--- src/rtl/alu_seq_if.sv ---
// Operand-issue / result handshake bundle for alu_seq.
// The slave modport is the ALU side; the master modport is the issue/consumer side.
interface alu_seq_if #(
    parameter int WIDTH = 4
);
    logic                 i_valid;
    logic                 o_ready;
    logic [WIDTH-1:0]     i_op1;
    logic [WIDTH-1:0]     i_op2;
    logic [2:0]           i_ctrl;
    logic                 o_valid;
    logic                 i_ready;
    logic [2*WIDTH-1:0]   o_dat;
    logic                 o_carry;
    logic                 o_zero;
    logic                 o_err;

    modport slave (
        input  i_valid, i_op1, i_op2, i_ctrl, i_ready,
        output o_ready, o_valid, o_dat, o_carry, o_zero, o_err
    );

    modport master (
        output i_valid, i_op1, i_op2, i_ctrl, i_ready,
        input  o_ready, o_valid, o_dat, o_carry, o_zero, o_err
    );
endinterface

--- src/rtl/alu_seq.sv ---
// Registered ALU: ADD/SUB/NAND/NOR complete in one cycle, MUL runs a
// WIDTH-step shift-add loop. One operation in flight, valid/ready on both sides.
module alu_seq #(
    parameter int WIDTH = 4
) (
    input  logic     i_clk,
    input  logic     i_rst,
    alu_seq_if.slave bus
);
    localparam int CNT_W = $clog2(WIDTH) + 1;
    localparam int RW    = 2 * WIDTH;

    localparam logic [2:0] OP_ADD  = 3'd0;
    localparam logic [2:0] OP_SUB  = 3'd1;
    localparam logic [2:0] OP_MUL  = 3'd2;
    localparam logic [2:0] OP_NAND = 3'd3;
    localparam logic [2:0] OP_NOR  = 3'd4;

    typedef enum logic [1:0] {IDLE, MUL, DONE} state_t;

    typedef struct packed {
        logic [RW-1:0] dat;
        logic          carry;
        logic          err;
    } res_t;

    state_t           state;
    logic [RW-1:0]    acc;
    logic [RW-1:0]    mcand;
    logic [WIDTH-1:0] mplier;
    logic [CNT_W-1:0] cnt;

    logic             valid_q;
    logic [RW-1:0]    dat_q;
    logic             carry_q;
    logic             zero_q;
    logic             err_q;

    logic             accept;
    res_t             alu_res;
    logic [WIDTH:0]   sum;
    logic [WIDTH:0]   diff;
    logic [RW-1:0]    acc_next;

    assign bus.o_ready = (state == IDLE) && !i_rst;
    assign accept      = bus.i_valid && bus.o_ready;

    assign bus.o_valid = valid_q;
    assign bus.o_dat   = dat_q;
    assign bus.o_carry = carry_q;
    assign bus.o_zero  = zero_q;
    assign bus.o_err   = err_q;

    // Single-cycle ops, evaluated straight off the issue bus for capture at accept.
    assign sum  = {1'b0, bus.i_op1} + {1'b0, bus.i_op2};
    assign diff = {1'b0, bus.i_op1} - {1'b0, bus.i_op2};

    always_comb begin
        alu_res = '0;
        case (bus.i_ctrl)
            OP_ADD: begin
                alu_res.dat[WIDTH:0] = sum;
                alu_res.carry        = sum[WIDTH];
            end
            OP_SUB: begin
                alu_res.dat[WIDTH-1:0] = diff[WIDTH-1:0];
                alu_res.carry          = diff[WIDTH];
            end
            OP_MUL:  alu_res = '0;
            OP_NAND: alu_res.dat[WIDTH-1:0] = ~(bus.i_op1 & bus.i_op2);
            OP_NOR:  alu_res.dat[WIDTH-1:0] = ~(bus.i_op1 | bus.i_op2);
            default: alu_res.err = 1'b1;
        endcase
    end

    // One partial product per cycle; multiplicand walks left as multiplier walks right.
    assign acc_next = mplier[0] ? (acc + mcand) : acc;

    always_ff @(posedge i_clk) begin
        if (i_rst) begin
            state   <= IDLE;
            acc     <= '0;
            mcand   <= '0;
            mplier  <= '0;
            cnt     <= '0;
            valid_q <= 1'b0;
            dat_q   <= '0;
            carry_q <= 1'b0;
            zero_q  <= 1'b0;
            err_q   <= 1'b0;
        end else begin
            case (state)
                IDLE: begin
                    if (accept) begin
                        if (bus.i_ctrl == OP_MUL) begin
                            state  <= MUL;
                            acc    <= '0;
                            cnt    <= '0;
                            mcand  <= {{WIDTH{1'b0}}, bus.i_op1};
                            mplier <= bus.i_op2;
                        end else begin
                            state   <= DONE;
                            valid_q <= 1'b1;
                            dat_q   <= alu_res.dat;
                            carry_q <= alu_res.carry;
                            zero_q  <= (alu_res.dat == '0);
                            err_q   <= alu_res.err;
                        end
                    end
                end
                MUL: begin
                    acc    <= acc_next;
                    mcand  <= mcand << 1;
                    mplier <= mplier >> 1;
                    cnt    <= cnt + 1'b1;
                    if (cnt == CNT_W'(WIDTH - 1)) begin
                        state   <= DONE;
                        valid_q <= 1'b1;
                        dat_q   <= acc_next;
                        carry_q <= 1'b0;
                        zero_q  <= (acc_next == '0);
                        err_q   <= 1'b0;
                    end
                end
                DONE: begin
                    // Result registers hold after release until the next load.
                    if (bus.i_ready) begin
                        state   <= IDLE;
                        valid_q <= 1'b0;
                    end
                end
                default: state <= IDLE;
            endcase
        end
    end
endmodule

--- src/flat_wrapper.sv ---
// flat-port wrapper written by rule: the top's interface ports become plain ports
module alu_seq_flat 
#(
    parameter int WIDTH = 4
)
  (i_clk, i_rst, bus_i_valid, bus_i_op1, bus_i_op2, bus_i_ctrl, bus_i_ready, bus_o_ready, bus_o_valid, bus_o_dat, bus_o_carry, bus_o_zero, bus_o_err);
  alu_seq_if #(.WIDTH(WIDTH)) bus_i ();
  input  logic i_clk;
  input  logic i_rst;
  input wire logic [$bits(bus_i.i_valid)-1:0] bus_i_valid;
  input wire logic [$bits(bus_i.i_op1)-1:0] bus_i_op1;
  input wire logic [$bits(bus_i.i_op2)-1:0] bus_i_op2;
  input wire logic [$bits(bus_i.i_ctrl)-1:0] bus_i_ctrl;
  input wire logic [$bits(bus_i.i_ready)-1:0] bus_i_ready;
  output wire logic [$bits(bus_i.o_ready)-1:0] bus_o_ready;
  output wire logic [$bits(bus_i.o_valid)-1:0] bus_o_valid;
  output wire logic [$bits(bus_i.o_dat)-1:0] bus_o_dat;
  output wire logic [$bits(bus_i.o_carry)-1:0] bus_o_carry;
  output wire logic [$bits(bus_i.o_zero)-1:0] bus_o_zero;
  output wire logic [$bits(bus_i.o_err)-1:0] bus_o_err;
  assign bus_i.i_valid = bus_i_valid;
  assign bus_i.i_op1 = bus_i_op1;
  assign bus_i.i_op2 = bus_i_op2;
  assign bus_i.i_ctrl = bus_i_ctrl;
  assign bus_i.i_ready = bus_i_ready;
  assign bus_o_ready = bus_i.o_ready;
  assign bus_o_valid = bus_i.o_valid;
  assign bus_o_dat = bus_i.o_dat;
  assign bus_o_carry = bus_i.o_carry;
  assign bus_o_zero = bus_i.o_zero;
  assign bus_o_err = bus_i.o_err;
  alu_seq #(.WIDTH(WIDTH)) u_core (.i_clk(i_clk), .i_rst(i_rst), .bus(bus_i));
endmodule
--- config.mk ---
export PLATFORM = sky130hd
export DESIGN_NAME = alu_seq_flat
export DESIGN_NICKNAME = d
export VERILOG_FILES = /design/src/rtl/alu_seq_if.sv /design/src/rtl/alu_seq.sv /design/src/flat_wrapper.sv
export SDC_FILE = /design/constraint.sdc
export NUM_CORES = 1
export LEC_CHECK = 0
export ABC_CLOCK_PERIOD_IN_PS = 3700
export CORE_MARGIN = 2
export CORE_UTILIZATION = 60
export DETAILED_ROUTE_END_ITERATION = 16
export GPL_TIMING_DRIVEN = 0
export PLACE_DENSITY = 0.88
export SETUP_SLACK_MARGIN = 0.2
export SLEW_MARGIN = 40
export SYNTH_ARGS = -nofsm -noshare
export SYNTH_HDL_FRONTEND = slang
export SYNTH_SLANG_ARGS = --single-unit
--- constraint.sdc ---
create_clock -name i_clk -period 3.7 [get_ports i_clk]
set_input_delay 0.555 -clock i_clk [delete_from_list [all_inputs] [get_ports i_clk]]
set_output_delay 0.555 -clock i_clk [all_outputs]
set_load 0.01 [all_outputs]
==> results.py <==
metrics = {
    "critical_path": {
        "crit_type": "in2reg",
        "worst-r2r-cell-count": 7,
        "critical_path.endpoint_type": "flip-flop",
        "crit_fanout": 5,
        "arrival_ps": 3010,
        "worst_setup_path_start_kind": "primary input",
        "required_ps": 3860,
    },
    "logic_synthesis": {
        "seq_area_frac_synth_pct": 29.7,
        "ys_types": 54,
        "ys.warnings.count": 0,
        "synth-seq-cells": 37,
        "synthFlopType": "dfxtp_1",
        "syn_area_um2": 2490,
        "synth_edf_count": 0,
        "synthArstFlopShare_pct": 0,
        "synthCells": 314,
        "syn-num-nets": 353,
        "postSynthAreaPerCell_um2": 7.93,
    },
    "grt": {
        "grt.total_usage_pct": 29.1,
        "overflow": 0,
        "grt_pass1_wl_mm": 10.1,
        "grt_pass1_vias": 2182,
        "antenna_found_initial": 0,
        "grt_max_degree": 13,
    },
    "clocking": {
        "insertion_delay_ps": 290,
        "cts-root-buf": "clkbuf_8",
        "cts_sinks": 37,
        "holdBufCountCts": 0,
        "post_cts_buffers": 0,
        "cts_buffer_depth": 2,
        "cts.clk_slew.worst_paths_ps": 80,
        "numCtsBuffers": 5,
        "htree_levels": 2,
        "cts_resized": 0,
        "cts_tree": "built",
    },
    "place": {
        "portBuffers": 27,
        "gp_congestion": 0.910,
        "dp_hpwl_mm": 4.65,
        "placed_cells": 391,
    },
    "sta": {
        "finalCriticalPeriod_ps": 2850,
        "slew_headroom_pct": 58.6,
        "worst_clock_skew_ps": 5.71,
        "max_freq_ghz": 0.351,
        "timing.setup.tns_ps": 0,
        "setup_viol": 0,
        "hold_viol": 0,
        "worst_pin_slew_ps": 613,
        "rsz0062_at_grt": "no",
        "post-route-period-util_pct": 77.1,
        "slew_violations": 0,
    },
    "detailed_routing": {
        "via_per_inst": 6.16,
        "wl_mm": 6.31,
        "drc_errors": 0,
        "routedWlPerCell_um": 15.8,
        "vias": 2456,
        "ant_nets": 0,
        "drt_pass1_iterations": 5,
        "drt_iter0_markers": 207,
    },
    "final_layout": {
        "nNetsFinal": 387,
        "antenna_cells": 0,
        "layout-drive-gt1-share_pct": 7.16,
        "fillerInstances": 305,
        "stdcell_count": 399,
        "areaGrowthSynthToFinish_pct": 17.2,
    },
    "min_path": {
        "min_path_type": "reg2reg",
        "holdPathStages": 2,
    },
    "flow_run": {
        "cap_violations": 0,
    },
    "run_status": {
        "status": "completed",
    },
    "pwr": {
        "intPower_w": 0.000625,
        "combPwrFrac_pct": 17.9,
        "p_sw_w": 0.000244,
        "ir_worst_vdd_uv": 245,
        "p_seq_share_pct": 47.8,
        "p_leak_nw": 1.15,
        "p_per_area_nw_per_um2": 298,
        "p_sw_share_pct": 28.1,
        "p_clk_share_pct": 34.3,
    },
    "floorplanning": {
        "num_io_pins": 28,
        "die_h_um": 68.4,
        "initial_core_util_pct": 62.3,
        "die_w_um": 68.4,
        "core_um2": 4000,
        "rows": 23,
        "die_area_um2": 4680,
    },
}
[state kept, by name (all words and copies together) (netlist names)]
| name | cells |
|---|---|
| u_core.bus.o_err | 1 |
| u_core.state | 2 |
| u_core.bus.o_zero | 1 |
| u_core.acc | 8 |
| u_core.bus.o_valid | 1 |
| u_core.cnt | 3 |
| u_core.mcand | 8 |
| u_core.bus.o_carry | 1 |
| u_core.mplier | 4 |
| u_core.bus.o_dat | 8 |
[cells by family after synthesis]
kind of cell	share of synthesized area, %
fa+ha+maj	13.0
simple gates	23.5
flops	29.7
buf+inv	5.17
xor+xnor	1.76
mux	1.66
compound gates	25.2
[power by group through the flow]
stage | combinational [W] | sequential [W] | clock, W
finish | 0.000156 | 0.000416 | 0.000298
global route | 0.000171 | 0.000417 | 0.000319
CTS | 0.000153 | 0.000416 | 0.000305
detailed placement | 0.000151 | 0.000425 | 0
global placement | 0.000149 | 0.000425 | 0
floorplan | 0.0000919 | 0.000425 | 0
[worst paths after layout]
check / from / end / slack, ps
worst max register to register: u_core.mcand[0]$_SDFFE_PP0P_ / u_core.bus.o_dat[4]$_SDFFE_PP0P_ / 1280
worst min register to register: u_core.bus.o_dat[4]$_SDFFE_PP0P_ / u_core.bus.o_dat[4]$_SDFFE_PP0P_ / 460
worst max-delay path: bus_i_op2[1] / u_core.bus.o_dat[3]$_SDFFE_PP0P_ / 850
worst min-delay path: u_core.bus.o_dat[4]$_SDFFE_PP0P_ / u_core.bus.o_dat[4]$_SDFFE_PP0P_ / 460
[worst max-delay path, cell delays in order]
cell and delay [ps]:
clkdlybuf4s50_1 620, inv_1 100, ha_1 310, nor2_1 130
nor4b_1 70, or4_1 570, a311oi_1 380, a311o_1 200
a21oi_1 70
[metal layers]
layer  up-vias  track usage, %  wire length [µm]
li1       1199               -                 -
met1      1114            37.9              2700
met3        22            5.76               538
met4         0            11.3               178
met2       121            47.2              2900
met5         -               0                 0
[final cells by class]
class | instances | area, µm² | area share (%)
inverters | 14 | 52.6 | 1.80
clock buffers | 6 | 82.6 | 2.83
well taps | 50 | 62.6 | 2.14
clock inverters | 2 | 13.8 | 0.471
multi-input cells | 245 | 1620 | 55.5
repair buffers | 27 | 270 | 9.25
plain buffers | 18 | 76.3 | 2.61
flip-flops and latches | 37 | 741 | 25.4
[cell usage after synthesis, types with 2 or more instances]
master	instances	area share [%]
nand2_1	41	6.2
dfxtp_1	37	30
nor2_1	31	4.7
a21oi_1	29	5.8
ha_1	21	11
inv_1	14	2.1
o21ai_0	13	2.6
clkbuf_1	10	1.5
a311oi_1	8	2.8
a21o_1	7	2.1
buf_2	7	1.4
nand2b_1	7	1.8
nand3b_1	7	2.1
nor3_1	7	1.4
a22oi_1	6	1.8
nand3_1	6	1.2
a31oi_1	5	1.3
nor2b_1	5	1.3
o211ai_1	5	1.5
a211oi_1	3	0.90
fa_1	3	2.4
mux2i_1	3	1.2
xor2_1	3	1.1
a211oi_2	2	1.0
a32oi_1	2	0.70
and3_1	2	0.50
nor3b_1	2	0.60
xnor2_1	2	0.70
[cells in the final DEF (no fill, tap or decap), types with 3 or more instances in the layout]
cell,Yosys,layout
nor3_1,7,7
inv_1,14,14
ha_1,21,21
dfxtp_1,37,37
clkdlybuf4s50_1,0,27
a31oi_1,5,5
a21oi_1,29,29
a21o_1,7,7
a211oi_1,3,3
nand3b_1,7,7
a22oi_1,6,6
o211ai_1,5,5
mux2i_1,3,3
nand3_1,6,6
o21ai_0,13,13
a311oi_1,8,8
clkbuf_8,0,6
buf_2,7,7
clkbuf_1,10,10
fa_1,3,3
nor2b_1,5,5
nand2_1,41,41
nand2b_1,7,7
xor2_1,3,3
nor2_1,31,31
[through the flow]
stage | utilization (%) | setup WS, ps | hold slack [ps] | area (µm²) | power, W
after global placement | 70.6 | 637 | 440 | 2820 | 0.000573
after floorplan | - | 1510 | 432 | 2490 | 0.000517
after detailed placement | 70.6 | 602 | 444 | 2820 | 0.000576
final | 73.0 | 848 | 461 | 2920 | 0.000869
after global routing | 73.0 | 728 | 479 | 2920 | 0.000907
after CTS | 73.0 | 892 | 460 | 2920 | 0.000873
Power figures use the tool's default switching activity.
